<file path="src/rtl/riscv_pkg.sv">
// Shared RV32 fetch-side definitions: opcode constants, fetch queue entry, fetch FSM states.
package riscv_pkg;

    localparam logic [6:0] OP_NOP    = 7'b0000000;
    localparam logic [6:0] OP_LOAD   = 7'b0000011;
    localparam logic [6:0] OP_STORE  = 7'b0100011;
    localparam logic [6:0] OP_RTYPE  = 7'b0110011;
    localparam logic [6:0] OP_BRANCH = 7'b1100011;
    localparam logic [6:0] OP_ITYPE  = 7'b0010011;
    localparam logic [6:0] OP_JAL    = 7'b1101111;
    localparam logic [6:0] OP_LUI    = 7'b0110111;

    localparam logic [31:0] DEFAULT_RESET_PC = 32'h0000_0000;

    typedef struct packed {
        logic [31:0] pc;
        logic [31:0] instr;
    } fetch_entry_t;

    typedef enum logic [1:0] {
        ST_BOOT  = 2'd0,
        ST_RUN   = 2'd1,
        ST_DRAIN = 2'd2
    } fetch_state_e;

    function automatic logic is_legal_op(input logic [6:0] op);
        return op inside {OP_NOP, OP_LOAD, OP_STORE, OP_RTYPE,
                          OP_BRANCH, OP_ITYPE, OP_JAL, OP_LUI};
    endfunction

endpackage

</file>
<file path="src/rtl/fetch_fifo.sv">
// Prefetch queue between instruction memory responses and decode; flush empties it in one cycle.
module fetch_fifo
    import riscv_pkg::*;
#(
    parameter int FIFO_DEPTH = 2,
    localparam int AW = $clog2(FIFO_DEPTH)
) (
    input  logic         clk,
    input  logic         rst_n,
    input  logic         i_push,
    input  logic         i_pop,
    input  logic         i_flush,
    input  fetch_entry_t i_data,
    output fetch_entry_t o_head,
    output logic [AW:0]  o_count,
    output logic         o_empty
);
    localparam logic [AW:0] DEPTH_C = (AW+1)'(FIFO_DEPTH);

    fetch_entry_t r_mem [FIFO_DEPTH];
    logic [AW:0]  r_wr_ptr, r_rd_ptr;
    logic         w_full, w_push, w_pop;

    assign o_count = r_wr_ptr - r_rd_ptr;
    assign o_empty = (o_count == '0);
    assign w_full  = (o_count == DEPTH_C);
    assign w_pop   = i_pop & ~o_empty & ~i_flush;
    // A push into a full queue is only legal when the head leaves in the same cycle.
    assign w_push  = i_push & ~i_flush & (~w_full | w_pop);

    always_ff @(posedge clk or negedge rst_n) begin
        if (!rst_n) begin
            r_wr_ptr <= '0;
            r_rd_ptr <= '0;
        end else if (i_flush) begin
            r_wr_ptr <= '0;
            r_rd_ptr <= '0;
        end else begin
            if (w_push) r_wr_ptr <= r_wr_ptr + (AW+1)'(1);
            if (w_pop)  r_rd_ptr <= r_rd_ptr + (AW+1)'(1);
        end
    end

    always_ff @(posedge clk) begin
        if (w_push) r_mem[r_wr_ptr[AW-1:0]] <= i_data;
    end

    assign o_head = o_empty ? '0 : r_mem[r_rd_ptr[AW-1:0]];

    a_no_overflow: assert property (@(posedge clk) disable iff (!rst_n)
        !(i_push && !i_flush && w_full && !w_pop));

endmodule

</file>
<file path="src/rtl/instr_fetch_unit.sv">
// RV32 instruction fetch: credit-limited requests, in-order responses, redirect flush/drain.
// Optional opcode legality flag enabled by defining ILLEGAL_OP_CHECK_EN.
module instr_fetch_unit
    import riscv_pkg::*;
#(
    parameter logic [31:0] RESET_PC   = DEFAULT_RESET_PC,
    parameter int          FIFO_DEPTH = 2
) (
    input  logic        clk,
    input  logic        rst_n,
    output logic        imem_req_valid,
    input  logic        imem_req_ready,
    output logic [31:0] imem_req_addr,
    input  logic        imem_rsp_valid,
    input  logic [31:0] imem_rsp_data,
    output logic        id_valid,
    input  logic        id_ready,
    output logic [31:0] id_instr,
    output logic [31:0] id_pc,
    output logic        id_illegal,
    input  logic        redirect_valid,
    input  logic [31:0] redirect_pc
);
    localparam int AW = $clog2(FIFO_DEPTH);
    localparam logic [AW+1:0] DEPTH_W = (AW+2)'(FIFO_DEPTH);

    fetch_state_e  r_state, w_state_nxt;
    logic [31:0]   r_fetch_pc, r_rsp_pc, w_redirect_pc;
    logic [AW:0]   r_outstanding, r_discard, w_out_nxt, w_disc_nxt, w_count;
    logic [AW+1:0] w_reserved;
    logic          w_empty, w_accept, w_push, w_pop, w_drop;
    fetch_entry_t  w_head, w_push_entry;

    assign w_redirect_pc = redirect_pc & ~32'h3;
    assign w_pop         = id_ready & ~w_empty & ~redirect_valid;

    // Every in-flight request owns a queue slot; the head leaving this cycle frees its slot now,
    // which is what lets a zero-wait memory stream one instruction per cycle.
    assign w_reserved     = {1'b0, r_outstanding} + {1'b0, w_count} - (AW+2)'(w_pop);
    assign imem_req_valid = (r_state == ST_RUN) & ~redirect_valid & (w_reserved < DEPTH_W);
    assign w_accept       = imem_req_valid & imem_req_ready;
    assign w_out_nxt      = r_outstanding + (AW+1)'(w_accept) - (AW+1)'(imem_rsp_valid);

    assign w_drop       = redirect_valid | (r_discard != '0);
    assign w_push       = imem_rsp_valid & ~w_drop;
    assign w_push_entry = '{pc: r_rsp_pc, instr: imem_rsp_data};

    always_comb begin
        w_state_nxt = r_state;
        w_disc_nxt  = r_discard;
        unique case (r_state)
            ST_BOOT:  w_state_nxt = ST_RUN;
            ST_RUN:   if (redirect_valid && (w_out_nxt != '0)) w_state_nxt = ST_DRAIN;
            ST_DRAIN: if (!redirect_valid && (r_discard == '0)) w_state_nxt = ST_RUN;
            default:  w_state_nxt = ST_BOOT;
        endcase
        // No requests issue while draining, so after a redirect every request still in flight is stale.
        if (redirect_valid)
            w_disc_nxt = w_out_nxt;
        else if (imem_rsp_valid && (r_discard != '0))
            w_disc_nxt = r_discard - (AW+1)'(1);
    end

    always_ff @(posedge clk or negedge rst_n) begin
        if (!rst_n) begin
            r_state       <= ST_BOOT;
            r_fetch_pc    <= RESET_PC;
            r_rsp_pc      <= RESET_PC;
            r_outstanding <= '0;
            r_discard     <= '0;
        end else begin
            r_state       <= w_state_nxt;
            r_outstanding <= w_out_nxt;
            r_discard     <= w_disc_nxt;
            if (redirect_valid) begin
                r_fetch_pc <= w_redirect_pc;
                r_rsp_pc   <= w_redirect_pc;
            end else begin
                if (w_accept) r_fetch_pc <= r_fetch_pc + 32'd4;
                if (w_push)   r_rsp_pc   <= r_rsp_pc + 32'd4;
            end
        end
    end

    fetch_fifo #(.FIFO_DEPTH(FIFO_DEPTH)) u_fifo (
        .clk     (clk),
        .rst_n   (rst_n),
        .i_push  (w_push),
        .i_pop   (w_pop),
        .i_flush (redirect_valid),
        .i_data  (w_push_entry),
        .o_head  (w_head),
        .o_count (w_count),
        .o_empty (w_empty)
    );

    assign imem_req_addr = r_fetch_pc;
    assign id_valid      = ~w_empty;
    assign id_pc         = w_head.pc;
    assign id_instr      = w_head.instr;

`ifdef ILLEGAL_OP_CHECK_EN
    assign id_illegal = ~w_empty & ~is_legal_op(w_head.instr[6:0]);
`else
    assign id_illegal = 1'b0;
`endif

endmodule

</file>
<file path="config.mk">
export PLATFORM = sky130hd
export DESIGN_NAME = instr_fetch_unit
export DESIGN_NICKNAME = d
export VERILOG_FILES = /design/src/rtl/riscv_pkg.sv /design/src/rtl/fetch_fifo.sv /design/src/rtl/instr_fetch_unit.sv
export SDC_FILE = /design/constraint.sdc
export NUM_CORES = 1
export LEC_CHECK = 0
export CORE_AREA = 2 2 154 156
export DETAILED_ROUTE_END_ITERATION = 12
export DIE_AREA = 0 0 156 158
export GPL_ROUTABILITY_DRIVEN = 0
export PLACE_DENSITY = 0.66
export SYNTH_ARGS = -nofsm -noshare
export SYNTH_HDL_FRONTEND = slang
export SYNTH_SLANG_ARGS = --single-unit
export TNS_END_PERCENT = 30
</file>
<file path="constraint.sdc">
create_clock -name clk -period 4.46 [get_ports clk]
set_input_delay 0.669 -clock clk [delete_from_list [all_inputs] [get_ports clk]]
set_output_delay 0.669 -clock clk [all_outputs]
set_load 0.05 [all_outputs]
</file>
==> metrics.yaml <==
cts_buffers: 17
wire_per_inst_um: 18.04
layout.nets: 986
crit_path_end_kind: "output port"
track_usage: 0.1801
num_vias: 6651
syn_inst: 755
layout-drive-gt1-share: 0.08804
total_power_mw: 7.787
peakVddDrop_v: 0.0003966
required_ns: 3.79
cp.arrival_ns: 3.56
clkTransAtPathRegs_ns: 0.07
cts_buffer_depth: 2
syn_avg_cell_area_um2: 12.04
synthSimpleGateAreaFrac: 0.1657
clock_latency_ns: 0.43
setup_viol: 0
max_freq_ghz: 0.2364
finalWirelength_um: 21830
grt_antenna_before_repair: 0
yosysTopAreaCell: "edfxtp_1"
yosys_register_bits: 194
core_area_um2: 23050
ys_warn_count: 0
final_cell_area_um2: 11670
clkSinkCount: 194
insertedDiodeCount: 0
timing.rr.start: "u_fifo.r_wr_ptr[0]"
cts_setup_buffers: 0
grt_pass1_wl_um: 34360
rr_endpoint: "r_state[0]"
synth_compound_area_frac: 0.07595
critPathMaxFanout: 4
grt_setup_unrepaired: "false"
synth_cell_type_count: 55
port_buffers: 161
std_cell_rows: 56
cap_viol_max_count: 0
via_per_inst: 5.497
cts-htree-levels: 4
synth-xor-area-share: 0.02367
ys.flop_type: "edfxtp_1"
grt_overflow: 0
holdBufCountCts: 0
powerDensity_nw_per_um2: 667.4
setup_ws_ns: 0.2298
setup-tns-final_ns: 0
cts_tree: "yes"
place.detailed.hpwl_um: 14630
synth.top_cell.area_share: 0.4095
syn_area_um2: 9094
io_pins: 169
synthTopCellsByArea: "edfxtp_1 (41%), dfrtp_1 (19%), mux2i_1 (7.2%)"
crit_type: "reg2out"
finClkSkew_ns: 0.01520
outcome: "finished, final reports clean"
hold_violations: 0
synth-async-reset-ratio: 0.3608
drv_slew: 0
ctsRootBufferMaster: "clkbuf_16"
synthMuxAreaShare: 0.08764
dp_slack_ns: 0.4493
post-route-drc-count: 0
min_period_over_period: 0.9485
dieArea_um2: 24650
max_slew_margin: 0.2202
synthAdderAreaFrac: 0.01321
die_w_um: 156
min_period_ns: 4.230
post_cts_resized: 0
placed_area_um2: 11040
min_path_type: "in2async"
synth_top_family_by_area: "simple AND/OR/NAND/NOR gates"
worst_slew_pin_slew_ns: 1.170
synth_seq_area_share: 0.6021
syn2layout_area_growth_pct: 28.30
synth_edf_count: 124
critPathLaunchType: "flop"
grt_max_degree: 78
antenna_left: 0
first_global_vias: 6365
ff2ff_path_depth: 18
initial_core_util: 0.3945
drt-initial-drc-count: 431
fp.dieH_um: 158
drt_pass1_iterations: 5
reg2reg_slack_ns: 0.45
leakagePower_nw: 4.035
[worst max-delay path, cell delays in order, from the launching register on]
cell	delay [ns]
dfrtp_1	0.41
inv_1	0.16
ha_1	0.23
xnor3_1	0.28
and2_2	0.22
nor3_1	0.14
ha_1	0.25
nand2b_1	0.15
fa_1	0.51
nand3b_1	0.13
nor3_1	0.34
buf_4	0.20
buf_12	0.13
[logic make-up after synthesis]
family,Yosys count
muxes,78
and+or+nand+nor,286
xor gates and xnor gates,23
DFF,194
buffers and inverters,69
AOI/OAI and AO/OA,95
other,1
adders and majority gates,9
[per-stage QoR]
stage / hold slack, ns / instances / util
floorplan: 0.3734 / 759 / -
global route: 0.4719 / 1210 / 0.5061
CTS: 0.4310 / 1210 / 0.5061
global placement: 0.5101 / 1178 / 0.4788
detailed placement: 0.5122 / 1178 / 0.4788
finish: 0.3966 / 1210 / 0.5061
[registers in the layout, summed over array words and instances, names as in the netlist]
name and cells:
u_fifo.r_wr_ptr 2, r_discard 2, u_fifo.r_mem 124, u_fifo.r_rd_ptr 2
imem_req_addr 30, r_outstanding 2, r_rsp_pc 30, r_state 2
[Yosys cell counts, types with 11 or more instances]
master and count:
inv_1 22, mux2i_1 65, nor2_1 97, edfxtp_1 124
clkbuf_1 29, and4_1 11, nand2_1 28, or4_1 19
a211oi_1 12, o31ai_1 19, mux2_2 13, nand4_1 22
a31oi_1 21, xnor2_1 18, nand3_1 22, nor4_1 20
nor3_1 18, dfrtp_1 70
[metal layers]
layer / global-route usage / part of all wire / wire length (µm) / vias up
met5: 0 / 0 / 0 / -
met4: 0.04587 / 0.011 / 239 / 0
met3: 0.03641 / 0.058 / 1257 / 15
met2: 0.2887 / 0.46 / 10080 / 236
met1: 0.2519 / 0.47 / 10260 / 3249
li1: - / - / - / 3151
[where the power goes]
group          total [mW]  switching [mW]  internal [mW]
clock network        1.61           0.714          0.891
logic                3.86            2.55           1.31
registers            2.32           0.187           2.13
total                7.79            3.45           4.33
[layout by cell type (no fill, tap or decap), drive strengths merged, types with 8 or more instances in the layout]
cell type / synthesis / routed
buf: 18 / 18
clkbuf: 29 / 21
or3: 8 / 8
a31oi: 21 / 21
o31ai: 19 / 19
xnor2: 18 / 18
mux2i: 65 / 65
dfrtp: 70 / 70
mux2: 13 / 13
a211oi: 12 / 12
nor3: 18 / 18
and4: 11 / 11
ha: 8 / 8
clkdlybuf4s50: 0 / 158
or2: 9 / 9
nand4: 23 / 23
or4: 19 / 19
nor2: 97 / 97
nand2: 28 / 28
nor4: 20 / 20
edfxtp: 124 / 124
nand3: 22 / 22
inv: 22 / 30
[final cells by class]
cell class / instances / area [µm²]
Multi-Input combinational cell: 496 / 3364
Timing Repair Buffer: 176 / 1749
Sequential cell: 194 / 5479
Clock inverter: 11 / 126.4
Fill cell: 2012 / 11380
Clock buffer: 21 / 503.0
Tap cell: 290 / 362.8
Inverter: 22 / 82.58
[how the worst max path moves through the flow]
stage | from | endpoint | slack (ns) | depth (start not counted)
2_1_floorplan | r_discard[0] | u_fifo.r_mem[1][0] | 0.17 | 6
3_3_place_gp | id_ready | r_state[0] | 0.47 | 16
3_5_place_dp | id_ready | r_state[0] | 0.45 | 16
4_1_cts | u_fifo.r_wr_ptr[0] | imem_req_valid | 0.21 | 12
5_1_grt | u_fifo.r_wr_ptr[0] | imem_req_valid | 0.06 | 12
6_report | u_fifo.r_wr_ptr[0] | imem_req_valid | 0.23 | 12
Note: power is estimated with default switching activity, not from simulation.
==> edit, RTL diff (config.mk and constraints unchanged) <==
Re-encode `fetch_state_e` (3 states) as one-hot, 3 bits wide.
--- a/src/rtl/riscv_pkg.sv
+++ b/src/rtl/riscv_pkg.sv
@@ -17,10 +17,10 @@
         logic [31:0] instr;
     } fetch_entry_t;
 
-    typedef enum logic [1:0] {
-        ST_BOOT  = 2'd0,
-        ST_RUN   = 2'd1,
-        ST_DRAIN = 2'd2
+    typedef enum logic [2:0] {
+        ST_BOOT  = 3'b001,
+        ST_RUN   = 3'b010,
+        ST_DRAIN = 3'b100
     } fetch_state_e;
 
     function automatic logic is_legal_op(input logic [6:0] op);
Function: no difference found for any inputs over 4 cycles, from zero or initial values and one cycle with rst_n low; so few cycles prove little.
==> edit against the unedited design <==
Via count shrank 9.7%. Sequential cell count up 1. Design area down 3.3%. Core utilization is 1.7 points lower. Total power down 20%. Routed wire length fell by 8.6%. Critical path depth is 7 higher. Area after synthesis is 3.6% lower. Cell count down 2.8%. Sequential share of layout area up 1.9 points. Worst setup slack improved by 0.0088 ns. Highest routed layer unchanged.
==> edit: results (changes against the unedited design) <==
[final_layout]
clock_cell_area_share = 0.0524  ; was 0.0539
inverters = 17  ; was 22
area.growth.synth_to_final_pct = 28.6  ; was 28.3%
seq_share = 0.488  ; was 0.470
buffers = 171  ; was 176
layout-drive-gt1-share = 0.0734  ; was 0.0880
multi_input_area_um2 = 3040  ; was 3360 um2
fill_cells = 2042  ; was 2012
comb.multi_input.count = 471  ; was 496

[global_routing]
grt_pass1_wl_um = 30900  ; was 34400 um
grt_pass1_vias = 5676  ; was 6365
grt.total_usage = 0.164  ; was 0.180
use_met2 = 0.251  ; was 0.289
met3_usage = 0.0367  ; was 0.0364

[pwr]
internal_power_mw = 3.73  ; was 4.33 mW
powerDensity_nw_per_um2 = 550  ; was 667 nW/um2
peakVddDrop_uv = 240  ; was 397 uV
leakagePower_nw = 3.99  ; was 4.03 nW
pwr-share-seq = 0.364  ; was 0.298
pg_clk_mw = 1.53  ; was 1.61 mW

[drt]
post_drt_wl_per_cell_um = 17.0  ; was 18.0 um
drt_iter0_drc = 323  ; was 431
dr.pass1.iters = 4  ; was 5

[placement]
placed_cell_area_um2 = 10700  ; was 11000 um2
place_ws_ns = 0.283  ; was 0.449 ns

[run_status]
run_status = finished, final reports clean  ; unchanged

[setup_path]
cpPeakStageDelay_ns = 0.48  ; was 0.51 ns
rrSetupSlack_ns = 0.24  ; was 0.45 ns
reg2reg_from = u_fifo.r_rd_ptr[0]  ; was u_fifo.r_wr_ptr[0]
cp-endpoint = r_state[1]  ; was imem_req_valid

[sta]
tightest_slew_ns = 0.908  ; was 1.17 ns
min_period_over_period = 0.946  ; was 0.948

[logic_synthesis]
synth.area.top_cells = edfxtp_1 (42%), dfrtp_1 (20%), mux2i_1 (7.3%), nor2_1 (3.5%), o21ai_0 (2.5%)  ; was edfxtp_1 (41%), dfrtp_1 (19%), mux2i_1 (7.2%), nor2_1 (4.0%), xnor2_1 (1.7%)
ys_seq_area_frac = 0.627  ; was 0.602

-- edit: changes by cell type after synthesis, sizes merged, moves of 10 or more --
cell    before  now
a211oi      12    0
a31oi       21    2
and4        11    1
nand2       28   57
nand3       22   36
nor2        97   82
nor4        20    6
o211ai       2   17
o21ai        7   43
o31ai       19    1
or4         19    1
xor2         4   20
-- edit: kinds of logic after synthesis --
group / Yosys count / synth area share
flip-flops: 195 / 0.627
other: 1 / 0.000428
adder cells (fa/ha/maj): 9 / 0.0137
AO/OA/AOI/OAI: 89 / 0.0638
multiplexers: 68 / 0.0782
XOR/XNOR: 35 / 0.0365
AND/OR/NAND/NOR: 265 / 0.152
buffers and inverters: 52 / 0.0282
-- edit: routing by layer --
layer  wire (um)  up-vias
li1            -     2924
met1        9440     2866
met2        9080      191
met3        1090       24
met4         345        0
met5           0        -
-- edit: metrics by stage --
step	std cells	hold WS (ns)
after global placement	1144	0.510
final	1176	0.263
after CTS	1176	0.278
after global routing	1176	0.306
after detailed placement	1144	0.513
after floorplan	718	0.373
